===== src/rtl/adat_i2s_serializer.sv =====
// Reads decoded ADAT frames from the channel buffer and serialises the 8 channels
// as four stereo I2S lanes (64 BCLK per frame, 24-bit MSB-first samples in 32-bit slots).
module adat_i2s_serializer #(
  parameter int CIRC_BUF_BITS = 3,
  parameter int FRAME_LAG     = 0
) (
  input  logic                     clk_i,
  input  logic                     reset_i,
  output logic [CIRC_BUF_BITS+7:0] read_addr_o,
  input  logic                     read_data_i,
  input  logic [CIRC_BUF_BITS-1:0] last_good_frame_idx_i,
  input  logic                     has_sync_i,
  output logic                     bclk_o,
  output logic                     lrclk_o,
  output logic [3:0]               sdata_o,
  output logic                     frame_start_o
);

  localparam logic [CIRC_BUF_BITS-1:0] LAG = CIRC_BUF_BITS'(FRAME_LAG);

  logic [3:0]               r_phase;
  logic [5:0]               r_slot;
  logic [3:0]               r_stage;
  logic [CIRC_BUF_BITS-1:0] r_frame;
  logic                     r_mute;

  logic [5:0]               w_tgt_slot;
  logic [4:0]               w_j;
  logic [4:0]               w_bit_idx;
  logic                     w_bit_valid;
  logic [3:0]               w_cap_idx;
  logic [1:0]               w_cap_lane;
  logic                     w_addr_phase;
  logic                     w_cap_phase;
  logic                     w_slot_start;
  logic                     w_latch;
  logic [CIRC_BUF_BITS-1:0] w_lag_frame;

  // Fetches in slot s prepare the bits shown in slot s+1; slot bit j carries sample bit j-1.
  always_comb begin
    w_tgt_slot   = r_slot + 6'd1;
    w_j          = w_tgt_slot[4:0];
    w_bit_idx    = w_j - 5'd1;
    w_bit_valid  = (w_j != 5'd0) && (w_j <= 5'd24);
    w_cap_idx    = r_phase - 4'd2;
    w_cap_lane   = w_cap_idx[1:0];
    w_addr_phase = (r_phase <= 4'd3);
    w_cap_phase  = (r_phase >= 4'd2) && (r_phase <= 4'd5);
    w_slot_start = (r_phase == 4'd0);
    w_latch      = w_slot_start && (r_slot == 6'd63);
    w_lag_frame  = last_good_frame_idx_i - LAG;
  end

  always_ff @(posedge clk_i or posedge reset_i) begin
    if (reset_i) begin
      r_phase       <= 4'd0;
      r_slot        <= 6'd0;
      r_stage       <= 4'd0;
      r_frame       <= '0;
      r_mute        <= 1'b1;
      read_addr_o   <= '0;
      bclk_o        <= 1'b0;
      lrclk_o       <= 1'b0;
      sdata_o       <= 4'd0;
      frame_start_o <= 1'b0;
    end else begin
      r_phase       <= r_phase + 4'd1;
      if (r_phase == 4'd15) begin
        r_slot <= r_slot + 6'd1;
      end
      bclk_o        <= r_phase[3];
      frame_start_o <= w_slot_start && (r_slot == 6'd0);

      if (w_slot_start) begin
        lrclk_o <= r_slot[5];
        sdata_o <= r_mute ? 4'd0 : r_stage;
      end

      // Lane L address goes out at phase L, its data returns one clk later.
      if (w_addr_phase) begin
        read_addr_o <= {r_frame, r_phase[1:0], w_tgt_slot[5], w_bit_idx};
      end
      if (w_cap_phase) begin
        r_stage[w_cap_lane] <= w_bit_valid & read_data_i;
      end

      // Slot 63 fetches for slot 0, which is always zero, so relatching here is safe.
      if (w_latch) begin
        r_frame <= w_lag_frame;
        r_mute  <= ~has_sync_i;
      end
    end
  end

endmodule

===== config.mk =====
export PLATFORM = sky130hd
export DESIGN_NAME = adat_i2s_serializer
export DESIGN_NICKNAME = d
export VERILOG_FILES = /design/src/rtl/adat_i2s_serializer.sv
export SDC_FILE = /design/constraint.sdc
export NUM_CORES = 1
export LEC_CHECK = 0
export CAP_MARGIN = 20
export CORE_MARGIN = 2
export CORE_UTILIZATION = 60
export CTS_BUF_LIST = sky130_fd_sc_hd__clkbuf_16
export DETAILED_ROUTE_END_ITERATION = 8
export DONT_BUFFER_PORTS = 1
export PLACE_DENSITY_LB_ADDON = 0.25
export RECOVER_POWER = 25
export REMOVE_ABC_BUFFERS = 1
export SLEW_MARGIN = 20
export SYNTH_ARGS = -nofsm -noshare
export SYNTH_HDL_FRONTEND = slang
export SYNTH_SLANG_ARGS = --single-unit

===== constraint.sdc =====
create_clock -name clk_i -period 5.4 [get_ports clk_i]
set_clock_uncertainty 0.1 [all_clocks]
set_input_delay 0.81 -clock clk_i [delete_from_list [all_inputs] [get_ports clk_i]]
set_output_delay 0.81 -clock clk_i [all_outputs]
set_load 0.005 [all_outputs]

Word-level counts from Yosys, hierarchy flattened
Cells that the tools add are included.
Widths: inputs -> output; s select.

word-level totals
  register bits after elaboration = 36
  bits in latches = 0
  RAM bits = 0
  ROM bits = 0
  input port bits = 7
  output and inout port bits = 18
  word-level logic and storage cells = 36
  memories = 0

cells by class
  add/subtract/negate cells = 4
  multipliers = 0
  div/mod/pow operators = 0
  order comparisons = 6
  eq/ne operators = 2
  shift operators = 0
  multiplexer cells = 4
  bitwise operators = 2
  reductions and logical operators = 8

operators with widths
  operator             count
  $add 6x1->6 const B  1
  $eq 6x6->1 const B   1
  $logic_not 6->1      1
  $le 5x5->1 const B   1
  $logic_and 1x1->1    5
  $reduce_bool 5->1    1
  $sub 5x1->5 const B  1
  $add 4x1->4 const B  1
  $bwmux 4             1
  $eq 4x4->1 const B   1
  $ge 4x2->1 const B   1
  $le 4x2->1 const B   1
  $le 4x3->1 const B   1
  $logic_not 4->1      1
  $mux 4               1
  $lt 2x3->1 const B   1
  $demux 1 s2          1
  $ge 2x1->1 const B   1
  $sub 2x2->2 const B  1
  $and 1x1->1          1
  $mux 1               1
  $not 1->1            1

Logic depth before layout (Yosys ltp)
Gate-level depths: netlist (run 1).

  depth after elaboration = 6
  depth in mapped cells = 7
  mapped depth without buffers = 7

Worst setup path before layout (run 1)
Ideal clock, no wire load.

  path type = flip-flop to flip-flop
  start point = register r_slot[0]
  end point = register r_frame[0]
  library setup time = 125 ps
  arrival = 1560 ps
  path slack = 3615 ps
  stages on the path, launching flop included = 6
  buffers on the path = 1
  period minus slack after synthesis = 1785 ps
  path through = dfrtp_1 -> ha_1 -> buf_4 -> nand3_1 -> nor3_4 -> mux2_4

between the ends
  longest elaborated chain between the ends = 2

ends and longest elaborated chain
  element                 line  source
  start, declared         22    logic [5:0] r_slot;
  start signal, assigned  69    r_slot <= r_slot + 6'd1;
  $eq 6x6->1              50    w_latch = w_slot_start && (r_slot == 6'd63);
  $logic_and 1x1->1       50
  end signal, assigned    89    r_frame <= w_lag_frame;
  end, declared           24    logic [CIRC_BUF_BITS-1:0] r_frame;

No other way between the ends.
A chain may end at the register's enable or synchronous reset.

==> flow_results.org, run 1 <==
** Yosys
- Synthesis produced 148 cells.
- The netlist uses 34 different library cells.
- Synth Cell Area :: 1710 µm²
- YS warnings :: 0
- A synthesized cell averages 11.5 µm².
- In this run, synthesis produced a sequential element count of 36.
- Seq/Total Area, Yosys :: a little over half

** Finish
- Count of antenna diodes in the layout :: 0
- Cells fill 67.3% of the core in the end.
- Number of filler instances in the final layout :: about 220
- The library cell used most frequently in the layout, excluding fill and tap cells, is sky130_fd_sc_hd__dfrtp_1.
- Net total in the final layout :: roughly 160
- Share of layout cells above drive strength 1 :: between 10% and 20%
- Relative to the synthesized area, the layout overhead comes to 7.61%.
- Commonest cells after routing, fill and taps aside :: sky130_fd_sc_hd__dfrtp_1 (35), sky130_fd_sc_hd__nand2_1 (17), sky130_fd_sc_hd__o21ai_1 (10), sky130_fd_sc_hd__xor2_1 (8), sky130_fd_sc_hd__inv_1 (8)

** Route
- After detailed routing, the number of vias per cell comes to between 5 and 6.
- DRT iter0 DRCs :: 23
- Dividing the detail-routed wire length by the instance count gives about 16 µm.
- The final route contains 1024 vias.
- The count of nets left with antenna violations once routing finished came out at 0.
- After detailed routing, the number of remaining DRC violations is 0.
- Total length of routed wires :: between 2000 and 3000 µm
- Total iterations of the first detailed-routing run :: 4

** Power
- Combinational cells account for 1.3% of the total power.
- The share of total power dissipated in sequential elements is 49.8%.
- The analysis attributes to cell leakage a power of 0.880 nW.
- Power comes to between 0.0005 and 0.0006 W.
- Peak supply drop :: about 0.44 mV
- Of the total power, the clock network draws 48.9%.
- In this run switching power makes up 19.7% of total power.
- The internal portion of the total power is between 0.0004 and 0.0005 W.
- Power spread over the standard cell area amounts to about 300 nW/µm².
- Switching component of the power :: between 0.0001 and 0.00015 W

** Critical path
- Buffers & Inverters on Critical Path :: 2
- Crit path capture type :: asynchronous set/reset pin
- Worst Setup Start Kind :: input pin
- CP max-delay cell :: sky130_fd_sc_hd__clkbuf_1
- Delay contributed by the slowest stage of the critical path :: about 1300 ps
- The critical path runs through a total of 2 cells.
- The number of cells on the worst reg-to-reg path is 4.
- Arrival time reported for the critical path endpoint :: 2180 ps
- Of all nets on the critical path, the largest fanout is 36.
- Delay-heaviest family, CP :: buffers and inverters
- Data on the critical path is required at its endpoint by between 5000 and 6000 ps.
- Class of the most critical setup path :: input pin to asynchronous set/reset pin
- Traced cell by cell, the critical path runs through inv_1, clkbuf_1.

** Clocking
- Clk sinks :: 36
- PostCTS Resize Cnt :: 0
- Inserted Clock Buffers :: 5
- After clock tree synthesis, the clock-pin slew on the worst setup and hold paths is roughly 50 ps.
- Deepest clock path buffer count :: 2
- Clock latency reported for the late side of the worst-skew pair :: between 200 and 300 ps
- The number of hold buffers added after CTS was 0.
- Buffer count from post-CTS setup fixing :: 0
- Clock Root Buffer :: sky130_fd_sc_hd__clkbuf_16
- Number of H-tree branching levels :: 2
- TritonCTS clock tree :: done

** GRT
- Global routing used about 20% of the available tracks across all layers.
- The number of antenna violations at the first check in global routing is 0.
- Global routing finished with a remaining overflow of 0.
- Entering global routing, the biggest net connects 37 pins.
- The first global-routing pass estimated ~4900 µm of wire.
- Via count of the first global-routing pass :: 1085

** Place
- Setup slack after placement :: approximately 3400 ps
- Detail Placement HPWL :: just over 2000 µm
- At the end of routability-driven placement, the weighted congestion stood at 0.798.
- Buffers placed on the I/O ports in this run total 0.

** Timing
- Final worst setup slack :: approximately 3100 ps
- RSZ-0062 raised after global routing :: false
- Timing-limited maximum frequency :: 443 MHz
- Rel. slew slack :: -23.9%
- Minimum clock period :: ~2300 ps
- The final critical path takes up between 40% and 50% of the cycle.
- Post-route setup TNS :: 0 ps
- Final-report hold violation count :: 0
- Number of pins with negative max-slew slack in the final report :: 37
- For the pin with the worst max-slew slack, the measured transition is between 1500 and 2000 ps.
- Final number of setup-violating endpoints :: 0

** Floorplanning
- Cell row count :: 19
- In this run the vertical extent of the chip is 57.4 µm.
- Core region area :: about 2700 µm²
- Once the floorplan was initialized, standard cells occupied 62.5% of the core.
- The floorplan step defined a die boundary enclosing approximately 3300 µm².
- Num ports :: 25
- Horizontal die dimension :: around 57 µm

** Run
- Max-cap violations in this run came to 1.

** Min path
- Kind of path behind the tightest hold check :: register to register
- Along the worst hold path, the cell count comes to 1.

** Run status
- Outcome :: complete, but fails checks
- Violations in the final reports :: capacitance limit, slew limit
[metrics by stage]
stage / instances / hold WS, ps / instance area [µm²]
finish: 181 / 400 / 1840
CTS: 181 / 401 / 1840
detailed placement: 173 / 387 / 1710
global route: 181 / 415 / 1840
floorplan: 141 / 358 / 1660
global placement: 173 / 376 / 1710
[synth_stat cells]
cell type / number / share of area (%)
sky130_fd_sc_hd__nor3_4: 1 / 0.95
sky130_fd_sc_hd__nor3_2: 1 / 0.59
sky130_fd_sc_hd__nor3b_1: 1 / 0.44
sky130_fd_sc_hd__and2_1: 1 / 0.37
sky130_fd_sc_hd__a21oi_1: 6 / 1.8
sky130_fd_sc_hd__inv_1: 6 / 1.3
sky130_fd_sc_hd__ha_1: 7 / 5.1
sky130_fd_sc_hd__nor2_1: 7 / 1.5
sky130_fd_sc_hd__nor3_1: 3 / 0.88
sky130_fd_sc_hd__buf_4: 4 / 1.8
sky130_fd_sc_hd__o21ai_0: 1 / 0.29
sky130_fd_sc_hd__nand3_1: 4 / 1.2
sky130_fd_sc_hd__or4b_1: 1 / 0.59
sky130_fd_sc_hd__mux2_4: 3 / 2.6
sky130_fd_sc_hd__buf_2: 1 / 0.29
sky130_fd_sc_hd__dfrtp_1: 35 / 51
sky130_fd_sc_hd__or2_1: 2 / 0.73
sky130_fd_sc_hd__a41oi_2: 1 / 0.95
sky130_fd_sc_hd__clkbuf_1: 1 / 0.22
sky130_fd_sc_hd__mux2_2: 2 / 1.3
sky130_fd_sc_hd__nand2_1: 17 / 3.7
sky130_fd_sc_hd__nor4b_1: 1 / 0.51
sky130_fd_sc_hd__dfstp_2: 1 / 1.5
sky130_fd_sc_hd__mux2_1: 6 / 4.0
sky130_fd_sc_hd__xnor2_1: 7 / 3.6
sky130_fd_sc_hd__nand2b_1: 4 / 1.5
sky130_fd_sc_hd__nor3b_2: 1 / 0.73
sky130_fd_sc_hd__nand4_1: 1 / 0.37
sky130_fd_sc_hd__nand3b_1: 1 / 0.44
sky130_fd_sc_hd__nor2_8: 1 / 1.2
sky130_fd_sc_hd__xor2_1: 8 / 4.1
sky130_fd_sc_hd__buf_6: 1 / 0.66
sky130_fd_sc_hd__o21ai_1: 10 / 2.9
sky130_fd_sc_hd__nand2_4: 1 / 0.66
[per-layer routing]
metal / vias to the layer above / track usage, % / wire [µm]
met5: - / 0 / 0
met4: 0 / 7.31 / 46
met3: 5 / 7.71 / 99
met2: 21 / 33.8 / 1500
met1: 504 / 23.0 / 1210
li1: 494 / - / -
[worst paths after layout]
check	from	endpoint	slack, ps
worst max-delay path	reset_i	read_addr_o[10]	3140
worst min-delay path	r_stage[3]	r_stage[3]	400
worst max register to register	r_slot[0]	r_frame[2]	3410
worst min register to register	r_stage[3]	r_stage[3]	400
max in group clk_i	r_slot[0]	r_frame[2]	3410
min in group asynchronous	reset_i	sdata_o[2]	990
[cells by family (layout without fill, tap and decap cells)]
| logic type | Yosys count | after routing | share of synthesized area (%) |
|---|---|---|---|
| AO/OA/AOI/OAI | 18 | 18 | 5.93 |
| multiplexers | 11 | 11 | 7.91 |
| XOR/XNOR | 15 | 15 | 7.69 |
| buffers and inverters | 13 | 15 | 4.25 |
| adder cells (fa/ha/maj) | 7 | 7 | 5.12 |
| AND/OR/NAND/NOR | 48 | 48 | 16.3 |
| flip-flops | 36 | 36 | 52.8 |
[power groups by stage]
stage	Sequential, W	Clock, W	Combinational [W]
after floorplan	0.000277	0	0.00000541
after global placement	0.000277	0	0.00000730
after detailed placement	0.000277	0	0.00000775
after CTS	0.000272	0.000272	0.00000771
after global routing	0.000272	0.000285	0.00000844
final	0.000272	0.000268	0.00000688
[sequential cells by signal (all words and copies together) (netlist names)]
name and cells:
r_frame 3, read_addr_o 11, lrclk_o 1, sdata_o 4, r_phase 4, r_stage 4, frame_start_o 1, bclk_o 1
r_slot 6, r_mute 1
[final cells by class]
cell class,instances,area (µm²),share of cell area (%)
sequential,36,902,49.0
multi-input combinational,99,734,39.9
inverter,6,22.5,1.22
clock buffer,5,125,6.80
tap,31,38.8,2.11
timing repair buffer,1,3.75,0.204
clock inverter,3,12.5,0.680
(Power assumes the default switching activity.)
==> run 2: changes to the inputs <==
==> constraint.sdc (replaced) <==
create_clock -name clk_i -period 2.1 [get_ports clk_i]
set_clock_uncertainty 0.1 [all_clocks]
set_input_delay 0.315 -clock clk_i [delete_from_list [all_inputs] [get_ports clk_i]]
set_output_delay 0.315 -clock clk_i [all_outputs]
set_load 0.005 [all_outputs]
==> flow_results.org, run 2 (synthesis results as in run 1) <==
** Route
- The first routing iteration left 39 violations.
- Using the TritonRoute via totals, the vias-per-cell ratio works out to 5.57.
- Across all layers, the routed design uses around 1000 vias.
- The routed design has around 2900 µm of wire.
- Total iterations of the first detailed-routing run :: 4
- Per-cell routed wire length :: roughly 16 µm
- Detailed-route DRC error count :: 0
- Antenna viol nets, final :: 0

** Finish
- Commonest cells after routing, fill and taps aside :: sky130_fd_sc_hd__dfrtp_1 (35), sky130_fd_sc_hd__nand2_1 (17), sky130_fd_sc_hd__o21ai_1 (10), sky130_fd_sc_hd__xor2_1 (8), sky130_fd_sc_hd__inv_1 (8)
- Final core occ :: between 60 and 70%
- The post-route netlist has about an eighth of its cells at a drive strength greater than 1.
- Number of filler instances in the final layout :: 200
- Summing all multi-input logic gate instances after layout gives around 730 µm².
- The library cell used most frequently in the layout, excluding fill and tap cells, is sky130_fd_sc_hd__dfrtp_1.
- The register with the most flip-flops in the layout has 11 of them.
- Net total in the final layout :: between 150 and 200
- Fin cells :: between 150 and 200
- P&R area growth vs syn :: 10.1%
- Final non-filler cell area :: roughly 1900 µm²
- Area of all sequential standard cells :: approximately 900 µm²
- The repair_antennas step left the layout with diodes totalling 0.
- Largest registers :: read_addr_o x11, r_slot x6
- More flip-flops sit in one register than any other, and that register is read_addr_o.

** Timing
- Minimum clock period :: ~1900 ps
- The total count of max-transition violations in the final report came to 0.
- Rel. slew slack :: about 59%
- Setup total negative slack on the finished layout was measured at 0 ps.
- Final number of setup-violating endpoints :: 0
- Timing-limited maximum frequency :: between 500 and 600 MHz
- Setup repair after global routing left no endpoint under its margin.
- Transition time of the tightest slew-check pin :: 615 ps
- The final-report hold violation count is 0.
- The final critical path takes up approximately nine tenths of the cycle.

** GRT
- For this run, the total global-route usage over all layers was measured as approximately a fifth.
- Antenna violations before repair :: 0
- The via count of the first global-routing pass is between 1000 and 1500.
- Remaining global-route overflow :: 0
- Wire length of the first global-routing pass :: 5090 µm
- Pin count of the biggest net entering global routing :: 23

** Critical path
- The critical path goes through inv_1, ha_1, nand2_4, nor3_4, mux2_4.
- Crit path capture type :: register
- R2r worst-path depth :: 5
- STA puts the critical path data required time at 2160 ps.
- CP max-delay cell :: sky130_fd_sc_hd__dfrtp_1
- In this run the worst path has a maximum fanout of 11.
- Delay contributed by the slowest stage of the critical path :: roughly 400 ps
- Worst Setup Start Kind :: register
- Class of the most critical setup path :: register to register
- Arrival time reported for the critical path endpoint :: around 1900 ps

** Clocking
- TritonCTS built the clock tree.
- The H-tree was split into 2 levels.
- Clk sinks :: 36
- Inserted Clock Buffers :: 5
- Clock tree synthesis selected as its root buffer the cell sky130_fd_sc_hd__clkbuf_16.
- Clock slew seen by the registers of the worst setup and hold paths :: roughly 50 ps
- Buffer count from post-CTS setup fixing :: 0
- The clock passes through at most 2 buffers.
- Clock latency reported for the late side of the worst-skew pair :: 280 ps

** Floorplanning
- Horizontal die dimension :: roughly 57 µm
- The core region is roughly 2700 µm².
- Row generation in the floorplan step produced 19 rows.
- Height of the die :: around 57 µm
- Initial cell density of the core :: approximately 63%
- The die covers approximately 3300 µm².
- During I/O placement, the number of pins put on the boundary was 25.

** Power
- The share of total power dissipated in sequential elements is 49.5%.
- In this run the static leakage power is approximately 0.9 nW.
- Summing internal, switching and leakage power gives between 0.001 and 0.0015 W.
- Power spread over the standard cell area amounts to roughly 750 nW/µm².
- The share of total power dissipated in the clock network is about half.
- Switching Share :: just under 20%
- Cell internal power was estimated by the tool at around 0.0011 W.
- The analysis attributes to net switching a power of 0.000281 W.
- Logic gate share of total power :: under 10%
- Peak supply drop :: 0.914 mV

** Place
- Area of placed instances :: roughly 1700 µm²
- DP Cell Count :: around 170
- The wire-length estimate of the detail-placed layout is 2080 µm.
- The count of buffers added on input and output ports is 0.
- Final weighted congestion in routability-driven placement :: about 0.78

** Min path
- The path class of the tightest hold or removal check is input pin to register.
- Counting instances, the worst hold path has a depth of 1.

** Run
- Max-capacitance violation count :: 0

** Run status
- Outcome :: completed
run 2: cell count changes in the layout (fill, tap and decap cells not counted):
| cell | change |
|---|---|
| sky130_fd_sc_hd__buf_12 | +1 |
| sky130_fd_sc_hd__clkinv_2 | -1 |
| sky130_fd_sc_hd__dlygate4sd3_1 | +2 |
| sky130_fd_sc_hd__clkinv_1 | +1 |
| sky130_fd_sc_hd__clkbuf_1 | -1 |
| sky130_fd_sc_hd__buf_4 | +1 |
run 2: power by group through the flow:
stage	registers, W	clock network [W]	logic (W)
6_report	0.000700	0.000689	0.0000246
5_1_grt	0.000701	0.000727	0.0000288
3_3_place_gp	0.000712	0	0.0000220
3_5_place_dp	0.000712	0	0.0000231
2_1_floorplan	0.000712	0	0.0000139
4_1_cts	0.000700	0.000702	0.0000259
run 2: area by class of cell:
class	count	area share, %
clock buffer	5	6.65
clock inverter	3	0.598
inverter	6	1.20
multi-input combinational	99	39.0
sequential	36	47.9
tap	31	2.06
timing repair buffer	4	2.53
run 2: path summary, 6_finish.rpt:
path / from / to / slack (ps)
hold reg to reg: r_stage[1] / r_stage[1] / 400
setup reg to reg: r_phase[0] / r_frame[0] / 240
max in group asynchronous: reset_i / r_mute / 840
setup / recovery: r_phase[0] / r_frame[0] / 240
min in group asynchronous: reset_i / r_frame[1] / 460
hold / removal: last_good_frame_idx_i[1] / r_frame[1] / 80
run 2: metal layers:
| layer | wire length (µm) | GRT usage (%) | vias up |
|---|---|---|---|
| met5 | 0 | 0 | - |
| met4 | 54 | 7.97 | 0 |
| met3 | 129 | 8.16 | 6 |
| met2 | 1460 | 32.6 | 20 |
| met1 | 1250 | 26.4 | 501 |
| li1 | - | - | 498 |
run 2: what timing repair did:
item | 4_1_cts | 5_1_grt
setup endpoints to repair | 0 | 0
resized for setup | 0 | 0
hold endpoints to repair | 15 | 0
hold buffers | 2 | 0
run 2: through the flow:
step,hold WS [ps],setup slack (ps)
3_5_place_dp,216,259
4_1_cts,76.5,238
3_3_place_gp,186,322
6_report,79.3,241
2_1_floorplan,265,265
5_1_grt,80.1,132
run 2: worst max-delay path, delay by kind of cell (launching register included):
family | cells | cell delay [ps]
fa+ha+maj | 1 | 280
buf+inv | 1 | 150
flops | 1 | 410
mux | 1 | 340
simple gates | 2 | 460
